===== src/rtl/disp_seq_ctrl_pkg.sv =====
// rtl/disp_seq_ctrl_pkg.sv - display-select codes, sequencer state type and timer sizing
package disp_seq_ctrl_pkg;

    localparam logic [2:0] DISP_DASH   = 3'b000;
    localparam logic [2:0] DISP_MODE   = 3'b001;
    localparam logic [2:0] DISP_SCRAM  = 3'b010;
    localparam logic [2:0] DISP_RSCORE = 3'b011;
    localparam logic [2:0] DISP_TOTAL  = 3'b100;
    localparam logic [2:0] DISP_LAST   = 3'b101;

    typedef enum logic [2:0] {
        S_IDLE,
        S_MODE,
        S_WAIT_WORD,
        S_PLAY,
        S_RSCORE,
        S_FINAL
    } seq_state_t;

    // One shared timer serves every counting state, so it is sized for the longest period.
    function automatic int unsigned tmr_width(input int unsigned a, input int unsigned b,
                                              input int unsigned c);
        int unsigned m;
        int unsigned w;
        m = (a > b) ? a : b;
        m = (m > c) ? m : c;
        w = $clog2(m);
        return (w < 1) ? 1 : w;
    endfunction

endpackage


===== src/rtl/disp_seq_ctrl_seq_timer.sv =====
// rtl/disp_seq_ctrl_seq_timer.sv - loadable up-counter with clear, enable and terminal-count compare
module seq_timer #(
    parameter int unsigned W = 8
) (
    input  logic         clk,
    input  logic         rst,
    input  logic         i_clr,
    input  logic         i_en,
    input  logic         i_load,
    input  logic [W-1:0] i_load_val,
    input  logic [W-1:0] i_tc_val,
    output logic         o_tc
);

    logic [W-1:0] r_count;

    assign o_tc = (r_count == i_tc_val);

    // Parks on the terminal count so the count never runs past the compare value.
    always_ff @(posedge clk or posedge rst) begin
        if (rst) begin
            r_count <= '0;
        end else if (i_clr) begin
            r_count <= '0;
        end else if (i_load) begin
            r_count <= i_load_val;
        end else if (i_en && !o_tc) begin
            r_count <= r_count + 1'b1;
        end
    end

endmodule


===== src/rtl/disp_seq_ctrl.sv =====
// rtl/disp_seq_ctrl.sv - game-flow sequencer driving the six-digit display mux select code
// Optional round timeout in PLAY enabled by defining ROUND_TIMEOUT_EN.
module disp_seq_ctrl
    import disp_seq_ctrl_pkg::*;
#(
    parameter int unsigned NUM_ROUNDS   = 5,
    parameter int unsigned HOLD_CYCLES  = 50000000,
    parameter int unsigned BLINK_CYCLES = 25000000,
    parameter int unsigned PLAY_CYCLES  = 1500000000
) (
    input  logic       clk,
    input  logic       rst,
    input  logic       i_start,
    input  logic       i_mode_confirm,
    input  logic       i_word_ready,
    input  logic       i_submit,
    output logic [2:0] o_ctrl_sig,
    output logic       o_word_req,
    output logic       o_score_latch,
    output logic [2:0] o_round_idx,
    output logic       o_game_done
);

    localparam int unsigned TW = tmr_width(HOLD_CYCLES, BLINK_CYCLES, PLAY_CYCLES);

    seq_state_t r_state;
    logic [2:0] r_ctrl_sig;
    logic [2:0] r_round_idx;
    logic       r_word_req;
    logic       r_score_latch;
    logic       r_game_done;

    logic          w_counting;
    logic [TW-1:0] w_tc_val;
    logic          w_tc;
    logic          w_timeout;
    logic          w_play_done;
    logic          w_tmr_clr;

    always_comb begin
        w_counting = 1'b0;
        w_tc_val   = TW'(HOLD_CYCLES - 1);
        case (r_state)
            S_RSCORE: w_counting = 1'b1;
            S_FINAL: begin
                w_counting = 1'b1;
                w_tc_val   = TW'(BLINK_CYCLES - 1);
            end
`ifdef ROUND_TIMEOUT_EN
            S_PLAY: begin
                w_counting = 1'b1;
                w_tc_val   = TW'(PLAY_CYCLES - 1);
            end
`endif
            default: w_counting = 1'b0;
        endcase
    end

`ifdef ROUND_TIMEOUT_EN
    assign w_timeout = (r_state == S_PLAY) && w_tc;
`else
    assign w_timeout = 1'b0;
`endif

    // Submit coinciding with timeout collapses into one round-end event.
    assign w_play_done = (r_state == S_PLAY) && (i_submit || w_timeout);
    assign w_tmr_clr   = i_start || !w_counting || w_tc || w_play_done;

    seq_timer #(.W(TW)) u_timer (
        .clk        (clk),
        .rst        (rst),
        .i_clr      (w_tmr_clr),
        .i_en       (w_counting),
        .i_load     (1'b0),
        .i_load_val ('0),
        .i_tc_val   (w_tc_val),
        .o_tc       (w_tc)
    );

    always_ff @(posedge clk or posedge rst) begin
        if (rst) begin
            r_state       <= S_IDLE;
            r_ctrl_sig    <= DISP_DASH;
            r_round_idx   <= 3'd0;
            r_word_req    <= 1'b0;
            r_score_latch <= 1'b0;
            r_game_done   <= 1'b0;
        end else begin
            r_word_req    <= 1'b0;
            r_score_latch <= 1'b0;
            if (i_start) begin
                r_state     <= S_MODE;
                r_ctrl_sig  <= DISP_MODE;
                r_round_idx <= 3'd0;
                r_game_done <= 1'b0;
            end else begin
                case (r_state)
                    S_MODE: if (i_mode_confirm) begin
                        r_state    <= S_WAIT_WORD;
                        r_ctrl_sig <= DISP_DASH;
                        r_word_req <= 1'b1;
                    end
                    S_WAIT_WORD: if (i_word_ready) begin
                        r_state    <= S_PLAY;
                        r_ctrl_sig <= DISP_SCRAM;
                    end
                    S_PLAY: if (w_play_done) begin
                        r_state       <= S_RSCORE;
                        r_ctrl_sig    <= DISP_RSCORE;
                        r_score_latch <= 1'b1;
                    end
                    S_RSCORE: if (w_tc) begin
                        if (r_round_idx == 3'(NUM_ROUNDS - 1)) begin
                            r_state     <= S_FINAL;
                            r_ctrl_sig  <= DISP_TOTAL;
                            r_game_done <= 1'b1;
                        end else begin
                            r_state     <= S_WAIT_WORD;
                            r_ctrl_sig  <= DISP_DASH;
                            r_round_idx <= r_round_idx + 3'd1;
                            r_word_req  <= 1'b1;
                        end
                    end
                    S_FINAL: if (w_tc) begin
                        r_ctrl_sig <= (r_ctrl_sig == DISP_TOTAL) ? DISP_LAST : DISP_TOTAL;
                    end
                    default: r_state <= r_state;
                endcase
            end
        end
    end

    assign o_ctrl_sig    = r_ctrl_sig;
    assign o_word_req    = r_word_req;
    assign o_score_latch = r_score_latch;
    assign o_round_idx   = r_round_idx;
    assign o_game_done   = r_game_done;

endmodule

===== config.mk =====
export PLATFORM = sky130hd
export DESIGN_NAME = disp_seq_ctrl
export DESIGN_NICKNAME = d
export VERILOG_FILES = /design/src/rtl/disp_seq_ctrl_pkg.sv /design/src/rtl/disp_seq_ctrl_seq_timer.sv /design/src/rtl/disp_seq_ctrl.sv
export SDC_FILE = /design/constraint.sdc
export NUM_CORES = 1
export LEC_CHECK = 0
export ABC_CLOCK_PERIOD_IN_PS = 3000
export CAP_MARGIN = 5
export CORE_ASPECT_RATIO = 0.75
export CORE_UTILIZATION = 30
export CTS_CLUSTER_SIZE = 20
export DETAILED_ROUTE_END_ITERATION = 6
export SLEW_MARGIN = 30
export SYNTH_ARGS = -nofsm -noshare
export SYNTH_HDL_FRONTEND = slang
export SYNTH_SLANG_ARGS = --single-unit

===== constraint.sdc =====
create_clock -name clk -period 3 [get_ports clk]
set_clock_uncertainty 0.2 [all_clocks]
set_input_delay 0.9 -clock clk [delete_from_list [all_inputs] [get_ports clk]]
set_output_delay 0.9 -clock clk [all_outputs]
set_load 0.05 [all_outputs]

==> impl_metrics.json, run 1 <==
{
  "die_h_um": 79.0,
  "drive_above_1_share": 0.0781,
  "clkLatencyLatePin_ps": 290,
  "reg2reg_depth": 6,
  "die-area_um2": 8270,
  "ir_drop_mv": 0.154,
  "grt_setup_unrepaired": "false",
  "start_util": 0.316,
  "crit_chain": "clkdlybuf4s50_1 > nor3b_1 > nand2_1 > a32o_1 > a31o_2 > a2111oi_0",
  "end_kind": "flop",
  "cts_resized": 0,
  "tightest_slew_ps": 503,
  "r2r_setup_slack_ps": 530,
  "fp-row-count": 27,
  "final_net_count": 279,
  "antenna_left": 0,
  "r2r_start": "r_state[0]",
  "worstSetupPathType": "input pin to flop",
  "ctsHoldBuffers": 0,
  "dr.pass1.iters": 4,
  "drv_slew": 0,
  "wirelength_um": 4870,
  "leakagePower_nw": 1.05,
  "grt_antenna_before_repair": 0,
  "critPathArrivalTime_ps": 2640,
  "hold_path_depth": 1,
  "yosys_register_bits": 43,
  "status": "finished clean",
  "drc": 0,
  "synth_cell_types": 48,
  "hold_path_startpoint": "u_timer.r_count[0]",
  "drt_iter0_markers": 121,
  "syn_area_per_cell_um2": 9.41,
  "synth_area_um2": 2370,
  "postSynthCellCount": 252,
  "worstPathRequired_ps": 2950,
  "period_needed_ps": 2680,
  "clockRootBuffer": "clkbuf_8",
  "grt_max_degree": 32,
  "setup_violations": 0,
  "worstPathMaxFanout": 3,
  "place_congestion": 0.808,
  "synth.yosys.seq_area_share": 0.454,
  "finalCritPeriodShare": 0.894,
  "cpLargestDelayFamily": "compound AO/OA/AOI/OAI gates",
  "vias_per_cell": 5.01,
  "cpPeakStageDelay_ps": 420,
  "yosys.area_share.adder": 0.0158,
  "syn_to_final_growth_pct": 14.2,
  "setup-tns-final_ps": 0,
  "path_buf_inv": 1,
  "core_area_um2": 7500,
  "h-tree-depth": 2,
  "min_path_type": "flop to flop",
  "cts_tree": "done",
  "dp_slack_ps": 42.7,
  "cp-start-kind": "input pin",
  "hold_path_end": "u_timer.r_count[0]",
  "fmax_mhz": 373,
  "synth_warnings": 0,
  "portBuffers": 14,
  "io_pins": 15,
  "synth_compound_area_frac": 0.0955,
  "grt_remaining_overflow": 0,
  "cts.sinks": 43,
  "dpl.hpwl_um": 3480,
  "finalWorstSetupSlack_ps": 319,
  "cts_buffer_depth": 2,
  "power.density_nw_per_um2": 377,
  "grt_usage": 0.128,
  "drv_cap": 0,
  "postCtsSetupBuffers": 0,
  "cp.depth": 6,
  "synth_edf_count": 0,
  "routedWlPerCell_um": 13.2,
  "power.total_w": 0.00102,
  "dieWidth_um": 105,
  "synth_ff_type": "dfrtp_1",
  "first_global_vias": 1787,
  "r2r_end": "o_round_idx[1]",
  "synthArstFlopShare": 1.00,
  "synth_xor_area_frac": 0.0997,
  "path_clk_slew_ps": 70,
  "slew_headroom": 0.664,
  "cts_buffers": 5,
  "grt_pass1_wl_um": 8450,
  "dpl_cell_area_um2": 2640,
  "vias": 1854,
  "critPathSlowestCell": "clkdlybuf4s50_1",
  "synth_top_family_by_area": "simple AND/OR/NAND/NOR gates",
  "fin_area_um2": 2710,
  "synthMuxAreaShare": 0.00844,
  "antennaDiodeCount": 0,
  "syn_nets": 261,
  "finalHoldViolations": 0,
  "synth-simple-area-share": 0.292
}
[flip-flops by register name, indices dropped and copies added (netlist names)]
name	cells
o_ctrl_sig	3
o_game_done	1
o_word_req	1
o_round_idx	3
r_state	3
u_timer.r_count	31
o_score_latch	1
[cell usage in the layout (no fill, tap or decap), drive strengths merged, types with 2 or more instances in the layout]
cell and count:
nand3 19, nor3 8, a31oi 3, nor2 40, clkbuf 6, nand3b 2
buf 6, xnor2 9, nor3b 5, nand2b 4, o22ai 2, dfrtp 43
nand4 4, a21oi 8, o21ai 5, a2111oi 2, clkdlybuf4s50 14, mux2i 2
and3 12, a211oi 3, nor4b 4, inv 9, ha 3, or3 4
xor2 18, nand2 16
[cells by family (layout without fill, tap and decap cells)]
logic type | count (synthesis) | after routing
AO/OA/AOI/OAI | 31 | 31
buffers and inverters | 19 | 36
flip-flops | 43 | 43
XOR/XNOR | 27 | 27
multiplexers | 2 | 2
adder cells (fa/ha/maj) | 3 | 3
AND/OR/NAND/NOR | 127 | 127
[worst max-delay path by stage]
| stage | start | endpoint | slack (ps) |
|---|---|---|---|
| finish | i_start | r_state[2] | 320 |
| global route | i_start | r_state[2] | 180 |
| CTS | i_start | r_state[2] | 340 |
| detailed placement | i_start | r_state[2] | 40 |
| global placement | i_start | r_state[2] | 160 |
| floorplan | i_start | r_state[2] | 710 |
[Yosys cell counts (2+ instances only)]
library cell,count,area (µm²)
nor2_1,40,150
and3_1,12,75.1
nand3_1,18,90.1
xor2_1,18,158
nor4b_2,2,30.0
nor3b_1,5,37.5
buf_4,2,15.0
o22ai_1,2,12.5
a21oi_1,8,40.0
nor4b_1,2,17.5
mux2i_1,2,20.0
inv_1,10,37.5
ha_1,3,37.5
buf_2,4,20.0
dfrtp_1,43,1080
nand2_1,16,60.1
xnor2_1,9,78.8
nand4_1,4,25.0
a31oi_1,3,18.8
nand2b_1,4,25.0
nor3_1,7,35.0
o21ai_0,5,25.0
clkbuf_1,3,11.3
or3_1,4,25.0
a211oi_1,3,22.5
[per-stage QoR]
stage                     hold WS, ps  std cells  utilization
final                             320        370        0.361
after global routing              352        370        0.361
after CTS                         317        370        0.361
after detailed placement          303        364        0.352
after global placement            309        364        0.352
after floorplan                   272        252            -
[power by group]
group | switching (W) | internal, W
clock | 0.000178 | 0.000155
sequential | 0.00000731 | 0.000587
combinational | 0.0000594 | 0.0000354
[per-layer routing]
| metal | track usage | share of wire | up-vias |
|---|---|---|---|
| li1 | - | - | 922 |
| met1 | 0.182 | 0.55 | 897 |
| met2 | 0.193 | 0.42 | 31 |
| met3 | 0.0279 | 0.024 | 4 |
| met4 | 0.0380 | 0.010 | 0 |
| met5 | 0 | 0 | - |
[cell type report]
cell class / instances / area [µm²]
clock buffers: 6 / 72.6
fillers: 771 / 4790
inverters: 10 / 37.5
multi-input cells: 190 / 1210
flip-flops and latches: 43 / 1080
well taps: 101 / 126
repair buffers: 20 / 185
Note: power is estimated with default switching activity, not from simulation.
==> run 2: changes to the inputs <==
--- a/config.mk
+++ b/config.mk
@@ -9,9 +9,10 @@
 export CAP_MARGIN = 5
 export CORE_ASPECT_RATIO = 0.75
 export CORE_UTILIZATION = 30
-export CTS_CLUSTER_SIZE = 20
 export DETAILED_ROUTE_END_ITERATION = 6
+export DONT_BUFFER_PORTS = 1
 export SLEW_MARGIN = 30
 export SYNTH_ARGS = -nofsm -noshare
 export SYNTH_HDL_FRONTEND = slang
+export SYNTH_HIERARCHICAL = 1
 export SYNTH_SLANG_ARGS = --single-unit
==> run 2 against run 1 <==
Against the previous run:
- register-to-register slack worse by 370 ps
- clock-buffer cell count down 1
- first-iteration DRC count is 95% higher
- setup slack lost 160 ps
- area after synthesis up 40%
- combinational power rose to 6.5 times the previous value
- hold slack worse by 5.8 ps
- critical path depth is 1 higher
- maximum frequency shrank 5.6%
- sequential power increased by 29%
- sequential share of layout area decreased by 11 points
- largest cell class unchanged
==> impl_metrics.json, run 2 <==
{
  "regMostFlops": "u_timer/r_count",
  "cts_buffers": 5,
  "final_net_count": 435,
  "worstPathRequired_ps": 2980,
  "synthTopCellsByArea": "dfrtp_1, xnor2_1, nor2_1",
  "die-area_um2": 11500,
  "synth.yosys.seq_area_share": 0.323,
  "drive_above_1_share": 0.0920,
  "synth_ff_type": "dfrtp_1",
  "first_global_vias": 2625,
  "antennaDiodeCount": 0,
  "synth_area_um2": 3330,
  "die_h_um": 93.2,
  "place_congestion": 0.833,
  "setup_violations": 0,
  "syn_area_per_cell_um2": 8.78,
  "tightest_slew_ps": 649,
  "drt_iter0_markers": 236,
  "clkLatencyLatePin_ps": 290,
  "portBuffers": 0,
  "synth_top_area_cell": "dfrtp_1",
  "start_util": 0.316,
  "largest_register_ff_count": 31,
  "synth_top_area_frac": 0.323,
  "synth_warnings": 6,
  "ir_drop_mv": 0.222,
  "cpPeakStageDelay_ps": 520,
  "r2r_setup_slack_ps": 160,
  "reg2reg_depth": 7,
  "power.density_nw_per_um2": 509,
  "clockRootBuffer": "clkbuf_16",
  "status": "finished clean",
  "grt_setup_unrepaired": "false",
  "h-tree-depth": 2,
  "grt_usage": 0.162,
  "cts_tree": "done",
  "dr.pass1.iters": 4,
  "end_kind": "flop",
  "grt_remaining_overflow": 0,
  "yosys_register_bits": 43,
  "utilization": 0.358,
  "wirelength_um": 8510,
  "grt_max_degree": 52,
  "grt_pass1_wl_um": 14200,
  "routedWlPerCell_um": 15.2,
  "antenna_left": 0,
  "leakagePower_nw": 1.50,
  "fp-row-count": 32,
  "critPathArrivalTime_ps": 2820,
  "synthArstFlopShare": 1.00,
  "min_path_type": "input pin to async pin",
  "period_needed_ps": 2840,
  "worstPathMaxFanout": 16,
  "r2r_start": "r_state[1]",
  "drv_cap": 0,
  "fmax_mhz": 352,
  "vias": 2802,
  "dpl.hpwl_um": 6120,
  "io_pins": 15,
  "vias_per_cell": 5.00,
  "worstSetupPathType": "flop to flop",
  "path_clk_slew_ps": 60,
  "slew_headroom": 0.556,
  "finalCritPeriodShare": 0.947,
  "postCtsSetupBuffers": 0,
  "synth_edf_count": 0,
  "drv_slew": 0,
  "syn_to_final_growth_pct": 13.3,
  "r2r_end": "u_timer/r_count[25]",
  "cts.sinks": 43,
  "holdWs_ps": 314,
  "critPathSlowestCell": "or4_1",
  "finalHoldViolations": 0,
  "cts_buffer_depth": 2,
  "cp-start-kind": "flop",
  "yosys-top-cells-count": "dfrtp_1, xnor2_1, nor2_1",
  "dieWidth_um": 124,
  "postSynthCellCount": 379,
  "final_common_cell": "conb_1",
  "synth_cell_types": 68,
  "setup-tns-final_ps": 0,
  "grt_antenna_before_repair": 0,
  "crit_chain": "buf_4 > inv_1 > ha_1 > and3_1 > nand4_1 > or4_1 > a311oi_1",
  "core_area_um2": 10500,
  "finalWorstSetupSlack_ps": 159,
  "layout_common_cells": "conb_1, xnor2_1, dfrtp_1",
  "dp_slack_ps": 158,
  "drc": 0
}
[run 2: cell types whose count changed in the layout (fill, tap and decap cells not counted), moves of 9 or more]
cell	change
nand4_1	+10
conb_1	+54
o21ai_0	+9
a311oi_1	+10
a211oi_1	+9
xor2_1	-15
nand2_1	+10
clkdlybuf4s50_1	-14
a21oi_1	+11
xnor2_1	+34
[run 2: cell families after synthesis]
family	count (synthesis)	share of synthesized area
compound gates	90	0.191
xor+xnor	46	0.121
fa+ha+maj	6	0.0226
buf+inv	39	0.0636
flops	43	0.323
mux	5	0.0154
other cells	2	0.00226
simple gates	148	0.261
[run 2: report_power, final]
part           switching, W  internal [W]  leakage, nW
clock network      0.000232      0.000304       0.0733
registers          0.000128      0.000638        0.590
logic              0.000347      0.000269        0.839
[run 2: area by class of cell]
class,instances,area (µm²)
repair buffers,9,71.3
well taps,136,170
fillers,1071,6760
inverters,15,61.3
flip-flops and latches,43,1080
clock inverters,3,15.0
clock buffers,5,125
multi-input cells,349,2250
[run 2: worst max-delay path by stage]
stage	startpoint	end	cells past startpoint
2_1_floorplan	r_state[1]	u_timer/r_count[27]	18
6_report	r_state[1]	u_timer/r_count[25]	7
3_5_place_dp	r_state[1]	u_timer/r_count[9]	7
5_1_grt	r_state[1]	o_ctrl_sig[0]	12
4_1_cts	r_state[1]	u_timer/r_count[15]	7
3_3_place_gp	r_state[1]	u_timer/r_count[21]	7
[run 2: timing repair]
item,4_1_cts,5_1_grt
setup endpoints to repair,0,9
gates resized for setup,0,2
endpoints found under the hold margin,0,0
hold buffers,0,0
[run 2: routing by layer]
metal  wire [µm]  track usage  vias up
li1            -            -     1421
met3         415       0.0433        4
met5           0            0        -
met1        4550        0.248     1326
met4          33       0.0331        0
met2        3510        0.220       51
[run 2: worst max-delay path, delay by kind of cell (launching register included)]
family	cells	cell delay, ps
buffers and inverters	2	330
and+or+nand+nor	3	1150
AOI/OAI and AO/OA	1	310
DFF	1	410
adders and majority gates	1	340
[run 2: metrics by stage]
stage | area (µm²) | power [W] | instances
6_report | 3770 | 0.00192 | 560
2_1_floorplan | 3560 | 0.00129 | 431
5_1_grt | 3770 | 0.00206 | 560
3_3_place_gp | 3620 | 0.00138 | 552
3_5_place_dp | 3620 | 0.00138 | 552
4_1_cts | 3760 | 0.00193 | 560
